==> config.mk <==
export PLATFORM = sky130hd
export DESIGN_NAME = lcd_msg_arbiter_flat
export DESIGN_NICKNAME = d
export VERILOG_FILES = /design/src/rtl/lcd_msg_arbiter_pkg.sv /design/src/rtl/lcd_msg_arbiter_if.sv /design/src/rtl/lcd_msg_arbiter_rr_arb.sv /design/src/rtl/lcd_msg_arbiter.sv /design/src/flat_wrapper.sv
export SDC_FILE = /design/constraint.sdc
export NUM_CORES = 1
export LEC_CHECK = 0
export CAP_MARGIN = 20
export CORE_MARGIN = 2
export CORE_UTILIZATION = 40
export DETAILED_ROUTE_END_ITERATION = 10
export DONT_BUFFER_PORTS = 1
export PLACE_DENSITY = 0.58
export SYNTH_ARGS = -nofsm -noshare
export SYNTH_HDL_FRONTEND = slang
export SYNTH_HIERARCHICAL = 1
export SYNTH_SLANG_ARGS = --single-unit
==> constraint.sdc <==
create_clock -name iCLK -period 3.9 [get_ports iCLK]
set_clock_uncertainty 0.15 [all_clocks]
set_input_delay 0.585 -clock iCLK [delete_from_list [all_inputs] [get_ports iCLK]]
set_output_delay 0.585 -clock iCLK [all_outputs]
set_load 0.05 [all_outputs]
==> src/rtl/lcd_msg_arbiter_pkg.sv <==
// Shared definitions for the parking LCD message arbiter: display codes,
// field widths and the arbiter FSM state type.
package lcd_pkg;

  localparam int CODE_W = 4;
  localparam int ID_W   = 28;

  // Display codes understood by the LCD message formatter.
  localparam logic [CODE_W-1:0] LCD_PARK    = 4'd0;
  localparam logic [CODE_W-1:0] LCD_GRANTED = 4'd1;
  localparam logic [CODE_W-1:0] LCD_DENIED  = 4'd2;
  localparam logic [CODE_W-1:0] LCD_EXIT    = 4'd3;
  localparam logic [CODE_W-1:0] LCD_ADMIN   = 4'd4;
  localparam logic [CODE_W-1:0] LCD_OFF     = 4'd15;

  // OFF: power down screen, IDLE: prompt shown, HOLD: a granted message is shown.
  typedef enum logic [1:0] {
    ST_OFF  = 2'd0,
    ST_IDLE = 2'd1,
    ST_HOLD = 2'd2
  } lcd_state_e;

endpackage

==> src/rtl/lcd_msg_arbiter_if.sv <==
// Requester <-> arbiter bundle for the shared parking LCD.
//
// Handshake: iREQ[i] is a level "valid" that requester i holds high, with
// its code/ID on iREQ_CODE/iREQ_ID, until the arbiter answers with a
// one-cycle oGNT[i] pulse (the "ready"/accept). The code and ID are taken
// from the cycle before the pulse; the requester drops iREQ[i] afterwards.
// oBUSY/oLCD_State/oID are the registered display outputs.
interface lcd_msg_arbiter_if
  import lcd_pkg::*;
#(
  parameter int NUM_REQ = 3
);

  logic [NUM_REQ-1:0]        iREQ;
  logic [CODE_W*NUM_REQ-1:0] iREQ_CODE;
  logic [ID_W*NUM_REQ-1:0]   iREQ_ID;
  logic [NUM_REQ-1:0]        oGNT;
  logic                      oBUSY;
  logic [CODE_W-1:0]         oLCD_State;
  logic [ID_W-1:0]           oID;

  // Requester side.
  modport master (
    output iREQ, iREQ_CODE, iREQ_ID,
    input  oGNT, oBUSY, oLCD_State, oID
  );

  // Arbiter side.
  modport slave (
    input  iREQ, iREQ_CODE, iREQ_ID,
    output oGNT, oBUSY, oLCD_State, oID
  );

endinterface

==> src/rtl/lcd_msg_arbiter_rr_arb.sv <==
// lcd_rr_arb: purely combinational round-robin pick. Searches the request
// vector starting at the pointer and wrapping, and returns a one-hot winner
// plus a valid flag. Kept generic so the gate logic can reuse it.
module lcd_rr_arb #(
  parameter int NUM_REQ = 3,
  parameter int PTR_W   = 2
) (
  input  logic [NUM_REQ-1:0] req,
  input  logic [PTR_W-1:0]   ptr,
  output logic [NUM_REQ-1:0] gnt,
  output logic               valid
);

  // First asserted request at or after ptr, wrapping NUM_REQ-1 -> 0.
  always_comb begin
    int idx;
    gnt   = '0;
    valid = 1'b0;
    idx   = 0;
    for (int i = 0; i < NUM_REQ; i++) begin
      idx = (int'(ptr) + i) % NUM_REQ;
      if (!valid && req[idx]) begin
        gnt[idx] = 1'b1;
        valid    = 1'b1;
      end
    end
  end

endmodule

==> src/rtl/lcd_msg_arbiter.sv <==
// lcd_msg_arbiter: shares the two-line parking LCD between the admin
// console (requester 0) and the gates. One message at a time, picked
// round-robin, held on screen for HOLD_CYCLES cycles; the idle prompt is
// shown otherwise and the OFF screen whenever parking power is off.
//
// Optional build macro LCD_ARB_PREEMPT_EN: when defined, an admin request
// during another requester's hold replaces that message immediately.
module lcd_msg_arbiter
  import lcd_pkg::*;
#(
  parameter int                NUM_REQ     = 3,
  parameter int                HOLD_CYCLES = 100000000,
  parameter int                CNT_W       = 27,
  parameter logic [CODE_W-1:0] IDLE_CODE   = 4'd0
) (
  input  logic               iCLK,
  input  logic               iRST_N,
  input  logic               iPOWER_ON,
  lcd_msg_arbiter_if.slave   bus,
  output lcd_state_e         oDBG_STATE
);

  localparam int PTR_W = (NUM_REQ > 1) ? $clog2(NUM_REQ) : 1;
  localparam logic [CNT_W-1:0] CNT_LOAD = CNT_W'(HOLD_CYCLES - 1);

  lcd_state_e          state_q;
  logic [PTR_W-1:0]    ptr_q;
  logic [CNT_W-1:0]    cnt_q;
  logic [NUM_REQ-1:0]  gnt_q;
  logic                busy_q;
  logic [CODE_W-1:0]   lcd_q;
  logic [ID_W-1:0]     id_q;

  logic [NUM_REQ-1:0]  win_oh;
  logic                win_valid;
  logic [PTR_W-1:0]    win_idx;
  logic                preempt;
  logic                slot_open;
  logic                do_grant;
  logic [PTR_W-1:0]    grant_idx;
  logic [PTR_W-1:0]    grant_ptr;
  logic [NUM_REQ-1:0]  grant_oh;
  logic [CODE_W-1:0]   grant_code;
  logic [ID_W-1:0]     grant_id;

  lcd_rr_arb #(
    .NUM_REQ (NUM_REQ),
    .PTR_W   (PTR_W)
  ) u_rr_arb (
    .req   (bus.iREQ),
    .ptr   (ptr_q),
    .gnt   (win_oh),
    .valid (win_valid)
  );

  // One-hot winner to index.
  always_comb begin
    win_idx = '0;
    for (int i = 0; i < NUM_REQ; i++) begin
      if (win_oh[i]) win_idx = PTR_W'(i);
    end
  end

`ifdef LCD_ARB_PREEMPT_EN
  // Current message owner, only needed to decide whether the admin may cut in.
  logic [PTR_W-1:0] owner_q;
  assign preempt = (state_q == ST_HOLD) && bus.iREQ[0] && (owner_q != '0);
`else
  assign preempt = 1'b0;
`endif

  // A new message may start from IDLE or on the last cycle of a hold;
  // admin preemption overrides the round-robin pick and the hold timer.
  assign slot_open  = (state_q == ST_IDLE) || ((state_q == ST_HOLD) && (cnt_q == '0));
  assign do_grant   = preempt || (slot_open && win_valid);
  assign grant_idx  = preempt ? '0 : win_idx;
  assign grant_oh   = NUM_REQ'(1) << grant_idx;
  assign grant_code = bus.iREQ_CODE[int'(grant_idx)*CODE_W +: CODE_W];
  assign grant_id   = bus.iREQ_ID[int'(grant_idx)*ID_W +: ID_W];
  assign grant_ptr  = (grant_idx == PTR_W'(NUM_REQ - 1)) ? '0 : grant_idx + PTR_W'(1);

  // Arbiter FSM with registered display outputs; power loss wins over any grant.
  always_ff @(posedge iCLK) begin
    if (!iRST_N) begin
      state_q <= ST_OFF;
      ptr_q   <= '0;
      cnt_q   <= '0;
      gnt_q   <= '0;
      busy_q  <= 1'b0;
      lcd_q   <= LCD_OFF;
      id_q    <= '0;
`ifdef LCD_ARB_PREEMPT_EN
      owner_q <= '0;
`endif
    end else if (!iPOWER_ON) begin
      state_q <= ST_OFF;
      cnt_q   <= '0;
      gnt_q   <= '0;
      busy_q  <= 1'b0;
      lcd_q   <= LCD_OFF;
      id_q    <= '0;
    end else begin
      case (state_q)
        ST_OFF: begin
          state_q <= ST_IDLE;
          gnt_q   <= '0;
          busy_q  <= 1'b0;
          lcd_q   <= IDLE_CODE;
          id_q    <= '0;
        end
        ST_IDLE, ST_HOLD: begin
          if (do_grant) begin
            state_q <= ST_HOLD;
            gnt_q   <= grant_oh;
            busy_q  <= 1'b1;
            lcd_q   <= grant_code;
            id_q    <= grant_id;
            cnt_q   <= CNT_LOAD;
            ptr_q   <= grant_ptr;
`ifdef LCD_ARB_PREEMPT_EN
            owner_q <= grant_idx;
`endif
          end else if ((state_q == ST_HOLD) && (cnt_q != '0)) begin
            gnt_q <= '0;
            cnt_q <= cnt_q - CNT_W'(1);
          end else begin
            state_q <= ST_IDLE;
            gnt_q   <= '0;
            busy_q  <= 1'b0;
            lcd_q   <= IDLE_CODE;
            id_q    <= '0;
          end
        end
        default: begin
          state_q <= ST_OFF;
          gnt_q   <= '0;
          busy_q  <= 1'b0;
          lcd_q   <= LCD_OFF;
          id_q    <= '0;
        end
      endcase
    end
  end

  assign bus.oGNT       = gnt_q;
  assign bus.oBUSY      = busy_q;
  assign bus.oLCD_State = lcd_q;
  assign bus.oID        = id_q;
  assign oDBG_STATE     = state_q;

endmodule

==> src/flat_wrapper.sv <==
// flat-port wrapper written by rule: the top's interface ports become plain ports
module lcd_msg_arbiter_flat import lcd_pkg::*;
#(
  parameter int                NUM_REQ     = 3,
  parameter int                HOLD_CYCLES = 100000000,
  parameter int                CNT_W       = 27,
  parameter logic [CODE_W-1:0] IDLE_CODE   = 4'd0
)
  (iCLK, iRST_N, iPOWER_ON, oDBG_STATE, bus_iREQ, bus_iREQ_CODE, bus_iREQ_ID, bus_oGNT, bus_oBUSY, bus_oLCD_State, bus_oID);
  lcd_msg_arbiter_if #(.NUM_REQ(NUM_REQ)) bus_i ();
  input  logic iCLK;
  input  logic iRST_N;
  input  logic iPOWER_ON;
  output lcd_state_e oDBG_STATE;
  input wire logic [$bits(bus_i.iREQ)-1:0] bus_iREQ;
  input wire logic [$bits(bus_i.iREQ_CODE)-1:0] bus_iREQ_CODE;
  input wire logic [$bits(bus_i.iREQ_ID)-1:0] bus_iREQ_ID;
  output wire logic [$bits(bus_i.oGNT)-1:0] bus_oGNT;
  output wire logic [$bits(bus_i.oBUSY)-1:0] bus_oBUSY;
  output wire logic [$bits(bus_i.oLCD_State)-1:0] bus_oLCD_State;
  output wire logic [$bits(bus_i.oID)-1:0] bus_oID;
  assign bus_i.iREQ = bus_iREQ;
  assign bus_i.iREQ_CODE = bus_iREQ_CODE;
  assign bus_i.iREQ_ID = bus_iREQ_ID;
  assign bus_oGNT = bus_i.oGNT;
  assign bus_oBUSY = bus_i.oBUSY;
  assign bus_oLCD_State = bus_i.oLCD_State;
  assign bus_oID = bus_i.oID;
  lcd_msg_arbiter #(.NUM_REQ(NUM_REQ), .HOLD_CYCLES(HOLD_CYCLES), .CNT_W(CNT_W), .IDLE_CODE(IDLE_CODE)) u_core (.iCLK(iCLK), .iRST_N(iRST_N), .iPOWER_ON(iPOWER_ON), .bus(bus_i), .oDBG_STATE(oDBG_STATE));
endmodule
==> results.md <==
- Least-Margin Pin Slew: 762 ps
- Drt pass-1 iters: 4
- CP max stage delay: 620 ps
- Worst rel slew slack: 49.1%
- Power Density: approximately 410 nW/µm²
- Max rail drop VDD: 0.249 mV
- N_diodes: 0
- Final min period: ~3200 ps
- Post-CTS sizing: 0
- Area Growth Syn to Fin: 8.74%
- Post-CTS Hold Fix Bufs: 0
- Post-DR vias/cell: 5.60
- First-pass GRT wire length: ~15000 µm
- Dpl ws: 822 ps
- Total negative slack: 0 ps
- GRT Overall Usage: 19.0%
- Post-route ant nets: 0
- Ys Warns: 6
- Post-CTS Setup Bufs: 0
- H-tree depth: 3
- Worst r2r src: u_core/ptr_q[1]
- CP Buf/Inv Count: 1
- CP top delay family: compound AO/OA/AOI/OAI gates
- Net count after synthesis: ~570
- Routability Congestion: 0.904
- Area of the multi-input gates: 2170 µm²
- LEAKAGE: 0.00150 µW
- Die X-Extent: 99.9 µm
- RSZ-0062 raised after global routing: no
- Slew Viols, Final: 0
- CTS tree: yes
- Worst Hold Class: primary input to register
- Worst path depth: 10
- Clock Latency Late Sink: 340 ps
- Clock-pin slew on the worst setup and hold paths: roughly 70 ps
- Crit path cell chain: inv_1 > ha_1 > mux2i_1 > o22ai_1 > a211o_1 > and2_1 > a311oi_2 > nand2_1 > nor4_1 > a21o_1
- Mean post-synth cell area: 8.10 µm²
- Final setup viols: 0
- Starting Density: 41.8%
- Placed instance area: approximately 3700 µm²
- Initial antenna violation count: 0
- Final cycle utilization of the critical path: 81.7%
- Critical Path Start: u_core/ptr_q[1]
- Initial drt markers: 172
- Crit path max fanout: 10
- Critical R2R Capture: u_core/cnt_q[17]
- CTS sink cnt: 67
- Worst reg-to-reg path cell count: 10
- DIE AREA: roughly 10000 µm²
- Post-DP HPWL: 6930 µm
- Num ports: 140
- TritonCTS buffer count: 9
- Mapped cell area: about 3700 µm²
- Synthesized instance count: 454
- Final WS setup: 712 ps
- Run status: finished, final reports clean
- Fill cells: 879
- Slowest stage cell, crit path: a311oi_2
- Mean routed wirelength per cell: 16.9 µm
- CP arrival: 3330 ps
- Kind of critical path: register to register
- Core area: 8810 µm²
- Vias in the first global route: ~3000
- Worst setup EP type: register
- Max Clk Rate: 314 MHz
- Worst setup path end: u_core/cnt_q[17]
- Seq. cell area: around 1300 µm²
- FP Rows: 34
- Via Count: a little over 3000
- Die H: between 90 and 100 µm
- Largest net degree at the start of global routing: 51
- Congestion Overflow GR: 0
- WL final: 9410 µm
- Final hold vios: 0
- Min Hold Slack: 260 ps
- Fin area: ~4000 µm²
- CTS root buf: clkbuf_8
- Fin nets: roughly 560
- FF-to-FF setup slack: 710 ps
- Fin util: 45.4%
- Worst path required time: a little over 4000 ps
- Number of max-cap violations: 0
- Setup crit start kind: register
- Port bufs: 0
- Layout cells sized above 1: 8.46%
- Number of remaining DRC errors: 0
- Max Buffers Root-to-Sink: 2
==> through the flow <==
stage | cells | power [µW]
after floorplan | 454 | 890
after global placement | 541 | 926
after detailed placement | 541 | 930
after CTS | 557 | 1670
after global routing | 557 | 1720
final | 557 | 1650
==> worst min-delay path by stage <==
stage | start | endpoint | cells past startpoint
floorplan | u_core/cnt_q[10] | u_core/cnt_q[10] | 1
global placement | u_core/cnt_q[10] | u_core/cnt_q[10] | 1
detailed placement | u_core/cnt_q[10] | u_core/cnt_q[10] | 1
CTS | iRST_N | u_core/ptr_q[0] | 2
global route | iRST_N | u_core/ptr_q[0] | 2
finish | iRST_N | u_core/ptr_q[0] | 2
==> area by class of cell <==
cell class / count / area share (%)
multi-input combinational: 351 / 54.3
clock buffer: 11 / 3.79
sequential: 67 / 33.5
clock inverter: 5 / 2.69
inverter: 9 / 0.845
timing repair buffer: 6 / 1.44
tap: 108 / 3.38
==> registers in the layout, summed over array words and instances, names as in the netlist <==
name	count
u_core/oDBG_STATE	2
u_core/bus.oID	28
u_core/bus.oLCD_State	4
u_core/cnt_q	27
u_core/ptr_q	2
u_core/bus.oGNT	3
u_core/bus.oBUSY	1
==> routing by layer <==
metal  up-vias  GRT usage, %  wire [µm]  share of wire (%)
met5         -             0          0                  0
met4         0          6.74         98                1.0
met3         9          5.92        711                7.6
met2       106          32.2       4700                 50
met1      1417          22.8       3900                 41
li1       1585             -          -                  -
==> cells in the final DEF (no fill, tap or decap), types with 3 or more instances in the layout <==
| master | n |
|---|---|
| a31oi_1 | 3 |
| buf_4 | 5 |
| nand2b_1 | 4 |
| o211ai_1 | 6 |
| xnor2_1 | 11 |
| o22ai_1 | 4 |
| bufinv_16 | 3 |
| and2_1 | 4 |
| mux2i_1 | 39 |
| a21oi_1 | 38 |
| nand2_1 | 54 |
| clkbuf_8 | 11 |
| ha_1 | 10 |
| nand3_1 | 6 |
| o21ai_1 | 10 |
| inv_1 | 8 |
| dfxtp_1 | 67 |
| o21ai_0 | 41 |
| nor3_1 | 12 |
| or3_1 | 4 |
| nor4_1 | 11 |
| xor2_1 | 7 |
| nor2_1 | 50 |
==> where the power goes <==
part | internal (µW) | leakage, µW | switching, µW | total (µW)
Sequential | 695 | 0.000541 | 34.5 | 729
Clock | 463 | 0.000130 | 270 | 733
Combinational | 73.3 | 0.000827 | 112 | 186
Total | 1230 | 0.00150 | 417 | 1650
No activity file was read; power rests on OpenSTA's default activity.
